File: config.mk
export PLATFORM = sky130hd
export DESIGN_NAME = timer_bank
export DESIGN_NICKNAME = d
export VERILOG_FILES = /design/src/rtl/timer_bank.sv
export SDC_FILE = /design/constraint.sdc
export NUM_CORES = 1
export LEC_CHECK = 0
export CAP_MARGIN = 0
export CORE_MARGIN = 4
export CORE_UTILIZATION = 50
export DETAILED_ROUTE_END_ITERATION = 10
export PLACE_DENSITY_LB_ADDON = 0.08
export SLEW_MARGIN = 10
export SYNTH_ARGS = -nofsm -noshare
export SYNTH_HDL_FRONTEND = slang
export SYNTH_SLANG_ARGS = --single-unit
File: constraint.sdc
create_clock -name clk -period 8.9 [get_ports clk]
set_input_delay 1.78 -clock clk [delete_from_list [all_inputs] [get_ports clk]]
set_output_delay 1.78 -clock clk [all_outputs]
set_load 0.01 [all_outputs]
File: src/rtl/timer_bank.sv
// Bank of NCH independent down-counting timers behind a simple register port.
// Each channel has CTRL/LOAD/COUNT/STATUS. The per-channel interrupts are ORed onto irq.
module timer_bank #(
   parameter int NCH = 4,
   parameter int AW  = 8,
   parameter int DW  = 32,
   parameter int CW  = 32
)(
   input  logic          clk,
   input  logic          rst,
   input  logic          wr_en,
   input  logic [AW-1:0] wr_addr,
   input  logic [DW-1:0] wr_data,
   output logic          wr_ready,
   output logic          wr_err,
   input  logic          rd_en,
   input  logic [AW-1:0] rd_addr,
   output logic [DW-1:0] rd_data,
   output logic          rd_valid,
   output logic          rd_err,
   output logic          irq,
   output logic [NCH-1:0] irq_vec
);

   localparam logic [AW-3:0] PEND_WORD = (AW-2)'(NCH*4);
   localparam logic [DW-1:0] BAD_DATA  = DW'(32'hDEADBEEF);

   logic [2:0]    ctrl  [NCH];
   logic [CW-1:0] load  [NCH];
   logic [CW-1:0] count [NCH];
   logic [NCH-1:0] exp;

   logic [AW-3:0]  wr_word, rd_word;
   logic           wr_in_ch, rd_in_ch, wr_bad, rd_bad;
   logic [NCH-1:0] ctrl_we, load_we, stat_we, expire, start;
   logic [DW-1:0]  rd_val;

   // Byte-address bits [1:0] are ignored, so decoding works on word indices.
   assign wr_word  = wr_addr[AW-1:2];
   assign rd_word  = rd_addr[AW-1:2];
   assign wr_in_ch = wr_word < PEND_WORD;
   assign rd_in_ch = rd_word < PEND_WORD;
   assign wr_bad   = wr_en && !(wr_in_ch && wr_word[1:0] != 2'd2);
   assign wr_ready = 1'b1;

   always_comb begin
      ctrl_we = '0;
      load_we = '0;
      stat_we = '0;
      expire  = '0;
      start   = '0;
      for (int c = 0; c < NCH; c++) begin
         if (wr_en && wr_in_ch && wr_word[AW-3:2] == (AW-4)'(c)) begin
            ctrl_we[c] = wr_word[1:0] == 2'd0;
            load_we[c] = wr_word[1:0] == 2'd1;
            stat_we[c] = wr_word[1:0] == 2'd3;
         end
         expire[c] = ctrl[c][0] && count[c] == '0;
         start[c]  = ctrl_we[c] && wr_data[0] && !ctrl[c][0];
      end
   end

   always_comb begin
      rd_val = BAD_DATA;
      rd_bad = 1'b1;
      if (rd_word == PEND_WORD) begin
         rd_val = DW'(irq_vec);
         rd_bad = 1'b0;
      end else if (rd_in_ch) begin
         for (int c = 0; c < NCH; c++) begin
            if (rd_word[AW-3:2] == (AW-4)'(c)) begin
               rd_bad = 1'b0;
               case (rd_word[1:0])
                  2'd0:    rd_val = DW'(ctrl[c]);
                  2'd1:    rd_val = DW'(load[c]);
                  2'd2:    rd_val = DW'(count[c]);
                  default: rd_val = DW'(exp[c]);
               endcase
            end
         end
      end
   end

   always_comb begin
      for (int c = 0; c < NCH; c++) irq_vec[c] = exp[c] & ctrl[c][2];
   end
   assign irq = |irq_vec;

   // Decisions use register values from before the edge; a software CTRL write
   // overrides the hardware EN clear, and an expiry overrides a W1C.
   always_ff @(posedge clk) begin
      if (rst) begin
         for (int c = 0; c < NCH; c++) begin
            ctrl[c]  <= '0;
            load[c]  <= '0;
            count[c] <= '0;
         end
         exp      <= '0;
         wr_err   <= 1'b0;
         rd_valid <= 1'b0;
         rd_err   <= 1'b0;
         rd_data  <= '0;
      end else begin
         for (int c = 0; c < NCH; c++) begin
            if (ctrl_we[c])
               ctrl[c] <= wr_data[2:0];
            else if (expire[c] && !ctrl[c][1])
               ctrl[c][0] <= 1'b0;

            if (load_we[c])
               load[c] <= wr_data[CW-1:0];

            if (start[c])
               count[c] <= load[c];
            else if (expire[c]) begin
               if (ctrl[c][1]) count[c] <= load[c];
            end else if (ctrl[c][0])
               count[c] <= count[c] - CW'(1);

            if (expire[c])
               exp[c] <= 1'b1;
            else if (stat_we[c] && wr_data[0])
               exp[c] <= 1'b0;
         end
         wr_err   <= wr_bad;
         rd_valid <= rd_en;
         rd_err   <= rd_en && rd_bad;
         if (rd_en) rd_data <= rd_val;
      end
   end

endmodule

==> results_dict.tcl, run 1 <==
set metrics [dict create \
    grt_setup_unrepaired "false" \
    fin_nets 1595 \
    met1_usage_pct 43.4 \
    initial_util_pct 50.7 \
    setup_tns_ps 0 \
    slew-limit-headroom_pct 20.4 \
    seqCellArea_um2 8830 \
    syn_area_per_cell_um2 11.0 \
    gp_congestion 0.878 \
    grt.busiest_layer "met2" \
    tritoncts "yes" \
    final_cell_mix "sky130_fd_sc_hd__edfxtp_1 (268), sky130_fd_sc_hd__and2_1 (130), sky130_fd_sc_hd__a221oi_1 (106)" \
    peakVddDrop_mv 0.122 \
    area.growth.synth_to_final_pct 15.2 \
    postRouteAntennaNets 0 \
    route.detailed.vias_per_inst 6.80 \
    met2_usage_pct 47.3 \
    layout.cells.most_common "sky130_fd_sc_hd__edfxtp_1" \
    cp_data_arrival_time_ps 5550 \
    finalCritPeriodShare_pct 57.2 \
    yosys-top-cells-area "sky130_fd_sc_hd__edfxtp_1 (49%), sky130_fd_sc_hd__a221oi_1 (5.6%), sky130_fd_sc_hd__and2_1 (4.9%)" \
    fp.dieH_um 189 \
    critical_path_class "input port to flip-flop" \
    number_of_buffers_created_by_cts 36 \
    buffer_count_from_post_cts_setup_fixing 0 \
    synth_seq_area_share_pct 53.7 \
    timing_hold_violations_final 0 \
    synth_cells 1490 \
    fillcell_total 2735 \
    critical_path_peak_fanout 93 \
    grt_pass1_vias 13000 \
    initial_antenna_violation_count 2 \
    lkg_pwr_nw 6.20 \
    core_um2 32500 \
    numClockSinks 307 \
    drt_drc_violations_left 0 \
    dp_slack_ps 3480 \
    startpoint_types "input port" \
    std_cell_rows 66 \
    fin_skew_ps 16.4 \
    h-tree-depth 2 \
    routed_wl_um 55900 \
    num_io_pins 93 \
    ys.flop_type "sky130_fd_sc_hd__edfxtp_1" \
    track_usage_pct 30.4 \
    yosysWarningCount 0 \
    synth-async-reset-ratio_pct 0 \
    worst-r2r-cell-count 6 \
    final.setup.worst_slack_ps 3810 \
    die_area_um2 35900 \
    num_vias 13600 \
    grt_pass1_wl_um 82900 \
    status "finished, final reports clean" \
    power.density_cell_area_nw_per_um2 192 \
    worstPathRequired_ps 9360 \
    detailedPlacementHpwl_um 34800 \
    netlist_area_um2 16400 \
    drv.max_cap_violation_count 0 \
    max_slew.worst_pin.slew_ps 1190 \
    avgRoutedWirePerCell_um 27.9 \
    synth_largest_type_area_fraction_pct 48.9 \
    setup.worst_path.end_class "flip-flop" \
    clk_latency_ps 520 \
    io_buffer_count 87 \
    min_delay_path_depth 2 \
    cts.root.buffer_cell "sky130_fd_sc_hd__clkbuf_16" \
    die_width_um 189 \
    grt.met3_usage_pct 4.89 \
    syn_nets 1547 \
    ctsLongestPathBuffers 3 \
    synth_cell_type_count 67 \
    synth-seq-cells 307 \
    cts-resized-gates 0 \
    first_iter_violations 1422 \
    clk_pin_slew_ps 60 \
    number_of_flops_mapped_to_enable_cells_by_yosys 268 \
    max_freq_ghz 0.196 \
    timing.final.crit_period_ps 5090 \
    drive_gt1_share_pct 8.19 \
    worst_hold_path_class "flip-flop to flip-flop" \
    drt_pass1_iterations 6 \
    setup_violations 0 \
    grt-ovfl-total 0 \
    post-synth-top-area-cell "sky130_fd_sc_hd__edfxtp_1" \
    cts_hold_buffers 0 \
    multiInputGateArea_um2 7220 \
    final-max-slew-violation-count 0 \
    grt_max_degree 117 \
    number_of_inserted_diodes 0 \
]
-- synth_stat cells, types with 4 or more instances --
cell type                   number
sky130_fd_sc_hd__buf_4           4
sky130_fd_sc_hd__o41ai_1        28
sky130_fd_sc_hd__buf_2          15
sky130_fd_sc_hd__edfxtp_1      268
sky130_fd_sc_hd__and3_1         13
sky130_fd_sc_hd__a22oi_1        12
sky130_fd_sc_hd__dfxtp_1        39
sky130_fd_sc_hd__mux2i_1        11
sky130_fd_sc_hd__nand2b_1       10
sky130_fd_sc_hd__nor3_1         42
sky130_fd_sc_hd__xor2_1         18
sky130_fd_sc_hd__and2_1        130
sky130_fd_sc_hd__xnor2_1        88
sky130_fd_sc_hd__nand2_1        66
sky130_fd_sc_hd__a221oi_1      106
sky130_fd_sc_hd__nor4b_1         4
sky130_fd_sc_hd__nand4_1        11
sky130_fd_sc_hd__or3_1          16
sky130_fd_sc_hd__ha_1            5
sky130_fd_sc_hd__a21oi_1        27
sky130_fd_sc_hd__mux4_2          5
sky130_fd_sc_hd__nor2_1         64
sky130_fd_sc_hd__nor4_1         51
sky130_fd_sc_hd__buf_1           8
sky130_fd_sc_hd__o2bb2ai_1      31
sky130_fd_sc_hd__o21bai_1        4
sky130_fd_sc_hd__o21ai_0       101
sky130_fd_sc_hd__inv_1          19
sky130_fd_sc_hd__nand3_1        70
sky130_fd_sc_hd__a22o_1         20
sky130_fd_sc_hd__o211ai_1       32
sky130_fd_sc_hd__nor2b_1        10
sky130_fd_sc_hd__or4_1           9
sky130_fd_sc_hd__a31o_2          4
sky130_fd_sc_hd__o21ai_1         5
sky130_fd_sc_hd__a211oi_1        7
sky130_fd_sc_hd__clkbuf_1       87
sky130_fd_sc_hd__or2_2           6
sky130_fd_sc_hd__nor3b_1         4
-- where the power goes --
part           total [mW]  switching (mW)  internal (mW)
logic               0.445           0.277          0.168
registers            1.79           0.111           1.68
clock network        1.40           0.586          0.813
-- area by class of cell --
| cell class | count | area share [%] |
|---|---|---|
| clock buffer | 57 | 5.60 |
| tap | 442 | 2.92 |
| sequential | 307 | 46.6 |
| timing repair buffer | 126 | 6.27 |
| clock inverter | 6 | 0.132 |
| inverter | 20 | 0.396 |
| multi-input combinational | 1047 | 38.1 |
-- path summary, 6_finish.rpt --
check                                  start      endpoint  slack, ps
worst max-delay path              rd_addr[3]   rd_data[31]       3810
worst min-delay path             rd_data[22]   rd_data[22]        470
worst max register to register  count[2][17]  count[2][14]       5260
worst min register to register   rd_data[22]   rd_data[22]        470
-- worst max-delay path: stages --
cell	delay [ps]
sky130_fd_sc_hd__clkdlybuf4s50_1	940
sky130_fd_sc_hd__nor2b_4	940
sky130_fd_sc_hd__buf_12	470
sky130_fd_sc_hd__a221oi_1	240
sky130_fd_sc_hd__o41ai_1	860
sky130_fd_sc_hd__a22o_1	220
-- sequential cells by signal, indices dropped and copies added, names as in the netlist --
name / cells
load: 128
rd_err: 1
exp: 4
wr_err: 1
rd_data: 32
rd_valid: 1
count: 128
ctrl: 12
-- cells by family (layout without fill, tap and decap cells) --
group | count (synthesis) | in the layout | share of synthesized area [%]
compound gates | 396 | 396 | 17.9
xor+xnor | 106 | 106 | 5.65
fa+ha+maj | 5 | 5 | 0.380
buf+inv | 136 | 209 | 3.32
flops | 307 | 307 | 53.7
mux | 16 | 16 | 1.35
other cells | 1 | 1 | 0.0228
simple gates | 523 | 523 | 17.7
-- routing by layer --
metal  wire length (um)  vias up  share of wire, %
li1                   -     5928                 -
met2              25100      807                45
met4               2310        0               4.1
met1              23300     6766                42
met5                  0        -                 0
met3               5200      128               9.3
-- metrics by stage --
step | cells | power [mW] | util (%) | hold slack [ps] | area [um^2]
floorplan | 1490 | 2.05 | - | 464 | 16400
global placement | 1942 | 2.25 | 55.0 | 447 | 17900
detailed placement | 1942 | 2.25 | 55.0 | 455 | 17900
CTS | 2005 | 3.64 | 58.4 | 468 | 19000
global route | 2005 | 3.75 | 58.4 | 500 | 19000
finish | 2005 | 3.64 | 58.4 | 467 | 19000
(Power assumes the default switching activity.)
==> run 2: changes to the inputs <==
==> constraint.sdc (replaced) <==
create_clock -name clk -period 4.25 [get_ports clk]
set_input_delay 0.85 -clock clk [delete_from_list [all_inputs] [get_ports clk]]
set_output_delay 0.85 -clock clk [all_outputs]
set_load 0.01 [all_outputs]
==> run 2 against run 1 <==
Via count grew 0.59%. Sequential power up 110%. Count of clock-buffer cells in the layout down 3. Sequential cell count is the same. Critical path depth unchanged. Worst setup slack worse by 2900 ps. Design area up 1.4%. Register-to-register slack got worse by 4300 ps. First-iteration DRC count is 11% higher. Routed wire length increased by 1.3%. Final cell count grew 1.7%. Die area unchanged. Largest power group unchanged. Highest routed layer unchanged.
==> results_dict.tcl, run 2 (synthesis results as in run 1) <==
set metrics [dict create \
    route.detailed.vias_per_inst 6.72 \
    peakVddDrop_mv 0.300 \
    critical_path_peak_fanout 32 \
    cts-resized-gates 0 \
    power_report.internal_total_mw 5.60 \
    cts_hold_buffers 0 \
    timing_hold_violations_final 0 \
    worstPathRequired_ps 4450 \
    drt_drc_violations_left 0 \
    setup_tns_ps 0 \
    setup.worst_path.end_class "flip-flop" \
    drt_pass1_iterations 5 \
    die_width_um 189 \
    max_slew.worst_pin.slew_ps 1140 \
    drv.max_cap_violation_count 0 \
    fillcell_total 2712 \
    h-tree-depth 2 \
    grt_setup_unrepaired "false" \
    routed_wl_um 56600 \
    clk_pin_slew_ps 60 \
    num_vias 13700 \
    core_um2 32500 \
    worst-r2r-cell-count 6 \
    tritoncts "yes" \
    worst_hold_path_class "flip-flop to flip-flop" \
    final-max-slew-violation-count 0 \
    grt_max_degree 92 \
    slew-limit-headroom_pct 23.6 \
    min_delay_path_depth 2 \
    grt_pass1_wl_um 84100 \
    lkg_pwr_nw 6.37 \
    avgRoutedWirePerCell_um 27.8 \
    critical_path_class "flip-flop to flip-flop" \
    final_area_um2 19200 \
    postRouteAntennaNets 0 \
    gp_congestion 0.927 \
    drive_gt1_share_pct 10.0 \
    number_of_inserted_diodes 0 \
    grt_pass1_vias 13300 \
    grt-ovfl-total 0 \
    detailedPlacementHpwl_um 37200 \
    swShare_pct 26.9 \
    max_freq_ghz 0.303 \
    clk_latency_ps 520 \
    die_area_um2 35900 \
    fin_nets 1629 \
    final_cell_mix "sky130_fd_sc_hd__edfxtp_1 (268), sky130_fd_sc_hd__and2_1 (130), sky130_fd_sc_hd__a221oi_1 (106)" \
    first_iter_violations 1577 \
    startpoint_types "flip-flop" \
    finalPower_mw 7.65 \
    cp_data_arrival_time_ps 3500 \
    initial_antenna_violation_count 0 \
    final_util_pct 59.2 \
    hold-worst-slack_ps 469 \
    sequentialPowerShare_pct 49.0 \
    switching_power_mw 2.06 \
    buffer_count_from_post_cts_setup_fixing 0 \
    ctsLongestPathBuffers 3 \
    finalCritPeriodShare_pct 77.6 \
    initial_util_pct 50.7 \
    area.growth.synth_to_final_pct 16.9 \
    number_of_buffers_created_by_cts 37 \
    cts.root.buffer_cell "sky130_fd_sc_hd__clkbuf_16" \
    io_buffer_count 87 \
    fin_skew_ps 20.3 \
    layout.cells.most_common "sky130_fd_sc_hd__edfxtp_1" \
    reg_top3 "count (128), load (128), rd_data (32)" \
    comb_power_share_pct 12.5 \
    placed_cell_area_um2 18100 \
    timing.final.crit_period_ps 3300 \
    fp.dieH_um 189 \
    track_usage_pct 30.8 \
    numClockSinks 307 \
    status "finished, final reports clean" \
    power.share.clock_pct 38.5 \
    power.density_cell_area_nw_per_um2 398 \
    num_io_pins 93 \
    setup_violations 0 \
    std_cell_rows 66 \
]
run 2: layout make-up:
cell class	instances	area, um^2	area share, %
clock buffers	54	1010	5.25
inverters	20	75.1	0.391
flip-flops and latches	307	8830	45.9
multi-input cells	1047	7230	37.6
clock inverters	10	75.1	0.391
well taps	442	553	2.88
repair buffers	159	1450	7.54
run 2: stage by stage:
stage / cells / worst slack (ps)
2_1_floorplan: 1490 / 74.9
3_3_place_gp: 1975 / 781
3_5_place_dp: 1975 / 711
4_1_cts: 2039 / 1000
5_1_grt: 2039 / 902
6_report: 2039 / 954
run 2: final timing paths:
| path | start | to | slack [ps] |
|---|---|---|---|
| worst max-delay path | count[3][5] | count[3][22] | 950 |
| worst min-delay path | rd_data[20] | rd_data[20] | 470 |
| worst max register to register | count[3][5] | count[3][22] | 950 |
| worst min register to register | rd_data[20] | rd_data[20] | 470 |
run 2: routing by layer:
metal | vias to the layer above | track usage [%] | share of wire (%)
li1 | 5994 | - | -
met1 | 6739 | 42.3 | 40
met2 | 817 | 48.9 | 46
met3 | 159 | 5.18 | 9.6
met4 | 0 | 12.4 | 4.3
met5 | - | 0 | 0
run 2: power groups by stage:
stage	Sequential [mW]	Clock, mW	Combinational [mW]
final	3.75	2.94	0.959
after global routing	3.78	3.09	1.02
after CTS	3.74	2.97	0.946
after detailed placement	3.80	0	0.940
after global placement	3.80	0	0.930
after floorplan	3.74	0	0.541
run 2: critical path, cell delays in order, from the launching register on:
cell and delay, ps:
sky130_fd_sc_hd__edfxtp_1 500, sky130_fd_sc_hd__nor4_1 950, sky130_fd_sc_hd__nand2_1 220, sky130_fd_sc_hd__or3_1 470
sky130_fd_sc_hd__o21ai_0 320, sky130_fd_sc_hd__o311ai_4 150, sky130_fd_sc_hd__buf_4 340
